**config.mk**
```make
export PLATFORM = sky130hd
export DESIGN_NAME = ser_des_link_ctrl
export DESIGN_NICKNAME = d
export VERILOG_FILES = /design/src/rtl/ser_des_link_ctrl.sv
export SDC_FILE = /design/constraint.sdc
export NUM_CORES = 1
export LEC_CHECK = 0
export ABC_AREA = 1
export ABC_CLOCK_PERIOD_IN_PS = 3630
export BUFFER_PORTS_ARGS = -buffer_cell sky130_fd_sc_hd__buf_2
export CAP_MARGIN = 20
export CORE_MARGIN = 2
export CORE_UTILIZATION = 55
export CTS_BUF_LIST = sky130_fd_sc_hd__clkbuf_4 sky130_fd_sc_hd__clkbuf_8 sky130_fd_sc_hd__clkbuf_16
export DETAILED_ROUTE_END_ITERATION = 6
export PLACE_DENSITY = 0.77
export SLEW_MARGIN = 20
export SYNTH_ARGS = -nofsm -noshare
export SYNTH_HDL_FRONTEND = slang
export SYNTH_SLANG_ARGS = --single-unit
```
**constraint.sdc**
```tcl
create_clock -name clk -period 3.63 [get_ports clk]
set_input_delay 1.089 -clock clk [delete_from_list [all_inputs] [get_ports clk]]
set_output_delay 1.089 -clock clk [all_outputs]
set_load 0.005 [all_outputs]
```
**src/rtl/ser_des_link_ctrl.sv**
```systemverilog
// Burst sequencer for the serdes loopback: streams pattern-buffer bytes into the
// serializer and scores each byte returned by the deserializer against a shadow copy.
module ser_des_link_ctrl #(
  parameter int DEPTH_LOG2 = 4,
  parameter int TIMEOUT    = 64,
  parameter int TO_W       = 7
) (
  input  logic                  clk,
  input  logic                  nreset,
  input  logic                  start,
  input  logic [DEPTH_LOG2:0]   num_bytes,
  output logic [DEPTH_LOG2-1:0] rd_addr,
  input  logic [7:0]            rd_data,
  input  logic                  ser_ready,
  output logic                  ser_load,
  output logic [7:0]            ser_data,
  input  logic                  des_valid,
  input  logic [7:0]            des_data,
  output logic                  busy,
  output logic                  done,
  output logic [DEPTH_LOG2:0]   err_cnt,
  output logic [DEPTH_LOG2-1:0] first_err_idx,
  output logic                  timeout
);

  localparam int IW = DEPTH_LOG2 + 1;
  localparam logic [IW-1:0] DEPTH = IW'(1 << DEPTH_LOG2);

  typedef enum logic [1:0] {
    IDLE  = 2'd0,
    FETCH = 2'd1,
    LOAD  = 2'd2,
    DRAIN = 2'd3
  } state_t;

  function automatic logic [IW-1:0] sat_add(input logic [IW-1:0] a, input logic [IW-1:0] b);
    logic [IW:0] sum;
    sum = {1'b0, a} + {1'b0, b};
    if (sum > {1'b0, DEPTH}) begin
      return DEPTH;
    end else begin
      return sum[IW-1:0];
    end
  endfunction

  state_t                state_r, state_n;
  logic [IW-1:0]         len_r, len_n;
  logic [IW-1:0]         tx_idx_r, tx_idx_n;
  logic [IW-1:0]         rx_idx_r, rx_idx_n;
  logic [TO_W-1:0]       to_cnt_r, to_cnt_n;
  logic [DEPTH_LOG2-1:0] rd_addr_r, rd_addr_n;
  logic                  ser_load_r;
  logic                  busy_r, busy_n;
  logic                  done_r, done_n;
  logic [IW-1:0]         err_cnt_r, err_n;
  logic [DEPTH_LOG2-1:0] first_err_r, first_n;
  logic                  timeout_r, timeout_n;
  logic [7:0]            shadow_r [1 << DEPTH_LOG2];

  logic       xfer_s;
  logic       rx_hit_s;
  logic       in_range_s;
  logic [7:0] exp_byte_s;
  logic       mismatch_s;
  logic       counting_s;
  logic       to_fire_s;

  // ser_data follows the buffer output, which stays put while rd_addr holds in LOAD
  assign ser_data = ser_load_r ? rd_data : 8'h00;
  assign xfer_s   = ser_load_r && ser_ready;
  assign rx_hit_s = busy_r && des_valid;

  // Expected receive byte: bypass the shadow when it is being written this cycle
  always_comb begin
    in_range_s = 1'b0;
    exp_byte_s = 8'h00;
    if (xfer_s && (rx_idx_r == tx_idx_r)) begin
      in_range_s = 1'b1;
      exp_byte_s = ser_data;
    end else if (rx_idx_r < tx_idx_r) begin
      in_range_s = 1'b1;
      exp_byte_s = shadow_r[rx_idx_r[DEPTH_LOG2-1:0]];
    end else begin
      in_range_s = 1'b0;
      exp_byte_s = 8'h00;
    end
  end

  assign mismatch_s = rx_hit_s && (!in_range_s || (des_data != exp_byte_s));
  assign counting_s = busy_r && !des_valid && (rx_idx_r < tx_idx_r);
  assign to_fire_s  = counting_s && (to_cnt_r == TO_W'(TIMEOUT - 1));

  // Next-state and result update for the TX sequencer and RX scoreboard
  always_comb begin
    state_n   = state_r;
    len_n     = len_r;
    tx_idx_n  = tx_idx_r;
    rx_idx_n  = rx_idx_r;
    to_cnt_n  = to_cnt_r;
    rd_addr_n = rd_addr_r;
    busy_n    = busy_r;
    done_n    = 1'b0;
    err_n     = err_cnt_r;
    first_n   = first_err_r;
    timeout_n = timeout_r;

    if (rx_hit_s) begin
      rx_idx_n = (rx_idx_r == {IW{1'b1}}) ? rx_idx_r : rx_idx_r + IW'(1);
      to_cnt_n = {TO_W{1'b0}};
      if (mismatch_s) begin
        err_n   = sat_add(err_cnt_r, IW'(1));
        first_n = (err_cnt_r == {IW{1'b0}}) ? rx_idx_r[DEPTH_LOG2-1:0] : first_err_r;
      end else begin
        err_n   = err_cnt_r;
      end
    end else if (counting_s) begin
      to_cnt_n = to_cnt_r + TO_W'(1);
    end else begin
      to_cnt_n = {TO_W{1'b0}};
    end

    case (state_r)
      IDLE: begin
        if (start) begin
          err_n     = {IW{1'b0}};
          first_n   = {DEPTH_LOG2{1'b0}};
          timeout_n = 1'b0;
          if (num_bytes == {IW{1'b0}}) begin
            done_n = 1'b1;
          end else begin
            len_n     = (num_bytes > DEPTH) ? DEPTH : num_bytes;
            busy_n    = 1'b1;
            rd_addr_n = {DEPTH_LOG2{1'b0}};
            tx_idx_n  = {IW{1'b0}};
            rx_idx_n  = {IW{1'b0}};
            to_cnt_n  = {TO_W{1'b0}};
            state_n   = FETCH;
          end
        end else begin
          state_n = IDLE;
        end
      end
      FETCH: state_n = LOAD;
      LOAD: begin
        if (xfer_s) begin
          tx_idx_n = tx_idx_r + IW'(1);
          if (tx_idx_n == len_r) begin
            state_n = DRAIN;
          end else begin
            rd_addr_n = tx_idx_n[DEPTH_LOG2-1:0];
            state_n   = FETCH;
          end
        end else begin
          state_n = LOAD;
        end
      end
      DRAIN: begin
        if (rx_idx_r >= len_r) begin
          done_n  = 1'b1;
          busy_n  = 1'b0;
          state_n = IDLE;
        end else begin
          state_n = DRAIN;
        end
      end
      default: state_n = IDLE;
    endcase

    // Outstanding bytes are charged as errors when the deserializer goes quiet
    if (to_fire_s) begin
      timeout_n = 1'b1;
      err_n     = sat_add(err_cnt_r, len_r - rx_idx_r);
      first_n   = (err_cnt_r == {IW{1'b0}}) ? rx_idx_r[DEPTH_LOG2-1:0] : first_err_r;
      done_n    = 1'b1;
      busy_n    = 1'b0;
      to_cnt_n  = {TO_W{1'b0}};
      state_n   = IDLE;
    end else begin
      timeout_n = timeout_n;
    end
  end

  // Control and result registers
  always_ff @(posedge clk or negedge nreset) begin
    if (!nreset) begin
      state_r     <= IDLE;
      len_r       <= {IW{1'b0}};
      tx_idx_r    <= {IW{1'b0}};
      rx_idx_r    <= {IW{1'b0}};
      to_cnt_r    <= {TO_W{1'b0}};
      rd_addr_r   <= {DEPTH_LOG2{1'b0}};
      ser_load_r  <= 1'b0;
      busy_r      <= 1'b0;
      done_r      <= 1'b0;
      err_cnt_r   <= {IW{1'b0}};
      first_err_r <= {DEPTH_LOG2{1'b0}};
      timeout_r   <= 1'b0;
    end else begin
      state_r     <= state_n;
      len_r       <= len_n;
      tx_idx_r    <= tx_idx_n;
      rx_idx_r    <= rx_idx_n;
      to_cnt_r    <= to_cnt_n;
      rd_addr_r   <= rd_addr_n;
      ser_load_r  <= (state_n == LOAD);
      busy_r      <= busy_n;
      done_r      <= done_n;
      err_cnt_r   <= err_n;
      first_err_r <= first_n;
      timeout_r   <= timeout_n;
    end
  end

  // Shadow copy of every byte handed to the serializer
  always_ff @(posedge clk) begin
    if (xfer_s) begin
      shadow_r[tx_idx_r[DEPTH_LOG2-1:0]] <= ser_data;
    end
  end

  assign rd_addr       = rd_addr_r;
  assign ser_load      = ser_load_r;
  assign busy          = busy_r;
  assign done          = done_r;
  assign err_cnt       = err_cnt_r;
  assign first_err_idx = first_err_r;
  assign timeout       = timeout_r;

endmodule

```
==> run_results.csv <==
group,metric,value,unit
status,status,"finished clean",
yosys,synth_async_sr_flop_share,0.2426,
critical_path,path_cells,"ha_1, nand2_1, nand2_1, a21oi_1, nand3_1, a31oi_1, nand2_1, nand3_1, nand2_1, nor2_1, nand3_2, nand2_2, nand2_1, nand2_1, a21oi_1",
critical_path,worst_ep_arrival_time,3380,ps
yosys,yosysSeqAreaShare,0.5911,
yosys,synth_nets,933,
placed_design,gp_congestion,0.8874,
placed_design,placement.io_buffers,50,
clocking,cts_setup_buffers,0,
die,num_rows,44,
critical_path,ff2ff_path_depth,15,
clocking,insertion_delay,430,ps
worst_hold_path,worstHoldStart,"to_cnt_r[0]$_DFF_PN0_",
drt,antenna_left,0,
die,die_y,126.4,microns
drt,vias,6247,
clocking,cts_resized,0,
yosys,ys_ff_latch,169,
worst_hold_path,holdCritPathClass,"flop to flop",
critical_path,critical_path_buf_inv_count,0,
critical_path,crit_top_cell,"nand2_1",
clocking,cts_buffer_depth,2,
drt,drc,0,
critical_path,crit_required,3950,ps
critical_path,worstPathMaxFanout,14,
critical_path,end_kind,"flop",
yosys,netlist_area,0.008238,sq mm
power_and_ir_drop,p_leak,4.158,nW
drt,drt_iter0_drc,746,
global_routing,grtUsageTotal,0.2546,
global_routing,antenna_found_initial,0,
drt,via_per_inst,5.480,
clocking,cts_max_level,4,
power_and_ir_drop,vdd_ir_drop_max,0.0003380,V
critical_path,cp_slowest_cell,"dfrtp_1",
layout,num_antenna_cells,0,
die,initial_utilization,0.5647,
layout,utilization,0.6371,
placed_design,dp_hpwl,12.83,mm
power_and_ir_drop,power_density,797.4,mW/mm^2
timing,finalCritPeriodShare,0.8424,
global_routing,grt_pass1_wl,31.29,mm
die,num_io_pins,51,
yosys,yosysWarnings,0,
die,die_width,126.4,microns
layout,nFillCells,1145,
job,maxCapViolCount,0,
layout,regArea,0.004871,sq mm
critical_path,setup.worst_path.class,"flop to flop",
critical_path,slowest_delay,720,ps
timing,finalHoldViolCount,0,
critical_path,ff2ff_setup_slack,570,ps
yosys,synth_cells,879,
critical_path,endpoint,"first_err_idx[1]$_DFF_PN0_",
drt,first_pass_iters,5,
drt,post_drt_wl_per_cell,17.14,microns
timing,relSlewSlack,0.3782,
clocking,cts_root_buf,"clkbuf_16",
clocking,hold_buffers,0,
layout,multi_input_area,0.002912,sq mm
critical_path,crit_cells,15,
yosys,synth_ff_type,"edfxtp_1",
timing,setup_tns,0,ps
yosys,synth.distinct_cells,36,
layout,fin_cells,1140,
critical_path,start_kind,"flop",
placed_design,placed_cells,1108,
die,dieArea,0.01597,sq mm
clocking,cts.sinks,169,
layout,areaGrowthSynthToFinish,12.82,%
global_routing,grt_max_degree,68,
layout,nets,997,
yosys,synth_area_per_cell,9.372,sq um
drt,wirelength,19.54,mm
timing,setup_viol,0,
timing,worst_pin_slew,932.7,ps
timing,grt_setup_unrepaired,"no",
clocking,cts_buffers,17,
global_routing,first_global_vias,5900,
die,core_area,0.01459,sq mm
timing,post-route-min-period,3058,ps
critical_path,critPathLaunch,"rx_idx_r[2]$_DFF_PN0_",
global_routing,gr-total-overflow,0,
critical_path,r2r-start,"rx_idx_r[2]$_DFF_PN0_",
yosys,synth_edf_count,128,
timing,drv_slew,0,
timing,fin_skew,5.711,ps
layout,final_layout_size_suffix_gt1_frac,0.1182,
critical_path,path_delay_family,"simple AND/OR/NAND/NOR gates",
clocking,cts_tree,"built",
critical_path,r2r_end,"first_err_idx[1]$_DFF_PN0_",
timing,max_freq,0.3270,GHz
clocking,clkSlewWorstSetupHoldPaths,60,ps
[worst register-to-register path: stages (launching register included)]
cell and delay (ps):
dfrtp_1 720, ha_1 360, nand2_1 70, nand2_1 50
a21oi_1 210, nand3_1 280, a31oi_1 260, nand2_1 100
nand3_1 90, nand2_1 50, nor2_1 120, nand3_2 160
nand2_2 250, nand2_1 90, nand2_1 80, a21oi_1 60
[area by class of cell]
type / instances / area share
timing repair buffer: 73 / 0.04550
multi-input combinational: 602 / 0.3133
clock inverter: 13 / 0.01265
inverter: 80 / 0.03231
tap: 184 / 0.02477
clock buffer: 19 / 0.04739
sequential: 169 / 0.5241
[cell families (layout without fill, tap and decap cells)]
family / Yosys count / in the layout / synth area share
AND/OR/NAND/NOR: 500 / 500 / 0.2546
AO/OA/AOI/OAI: 58 / 58 / 0.03752
flip-flops: 169 / 169 / 0.5911
XOR/XNOR: 16 / 16 / 0.01701
adder cells (fa/ha/maj): 28 / 28 / 0.04435
buffers and inverters: 108 / 185 / 0.05544
[report_power, final]
group | switching [W] | total, W | internal (W) | leakage, nW
clock | 0.000759 | 0.00172 | 0.000964 | 0.268
combinational | 0.00207 | 0.00314 | 0.00107 | 2.18
sequential | 0.000203 | 0.00255 | 0.00234 | 1.71
[cells in the mapped netlist, types with 5 or more instances]
library cell	n	area share
a21oi_1	19	0.012
buf_2	17	0.010
buf_4	6	0.0055
dfrtp_1	41	0.12
edfxtp_1	128	0.47
ha_1	26	0.039
inv_1	74	0.034
nand2_1	300	0.14
nand3_1	125	0.076
nand3b_1	5	0.0046
nor2_1	54	0.025
o21ai_0	26	0.016
xor2_1	12	0.013
[per-stage QoR]
stage               total power (W)  worst slack [ps]  instance area, sq um  hold WS, ps
floorplan                  0.004838             970.4                  8238        432.9
global placement           0.005565             612.8                  8736        453.2
detailed placement         0.005661             559.7                  8736        452.3
CTS                        0.007397             651.4                  9294        470.7
global route               0.007959             266.7                  9294        517.2
finish                     0.007411             572.0                  9294        472.7
[worst min path at each step]
stage | depth (start not counted) | end | slack [ps]
detailed placement | 1 | to_cnt_r[0]$_DFF_PN0_ | 450
CTS | 1 | to_cnt_r[0]$_DFF_PN0_ | 470
finish | 1 | to_cnt_r[0]$_DFF_PN0_ | 470
global route | 1 | to_cnt_r[0]$_DFF_PN0_ | 520
floorplan | 1 | to_cnt_r[0]$_DFF_PN0_ | 430
global placement | 1 | to_cnt_r[0]$_DFF_PN0_ | 450
[placed cells by master, fill, tap and decap left out, types with 5 or more instances in the layout]
cell type and count:
nand2_1 300, inv_1 74, buf_4 23, ha_1 26
clkbuf_16 17, nand3_1 125, o21ai_0 26, buf_2 50
a21oi_1 19, nor2_1 54, edfxtp_1 128, nand3b_1 5
xor2_1 12, dfrtp_1 40, inv_6 6
[flip-flops by register name, indices dropped and copies added, names as in the netlist, 2 cells and up]
name / count
tx_idx_r: 5
err_cnt: 5
len_r: 5
rx_idx_r: 5
state_r: 2
to_cnt_r: 7
first_err_idx: 4
rd_addr: 4
shadow_r: 128
[routing by layer]
metal,wire length [microns],track usage,vias to the layer above
li1,-,-,3059
met1,8400,0.3505,2914
met2,9439,0.4083,250
met3,1386,0.04850,24
met4,314,0.09114,0
met5,0,0,-
Note: power is estimated with default switching activity, not from simulation.
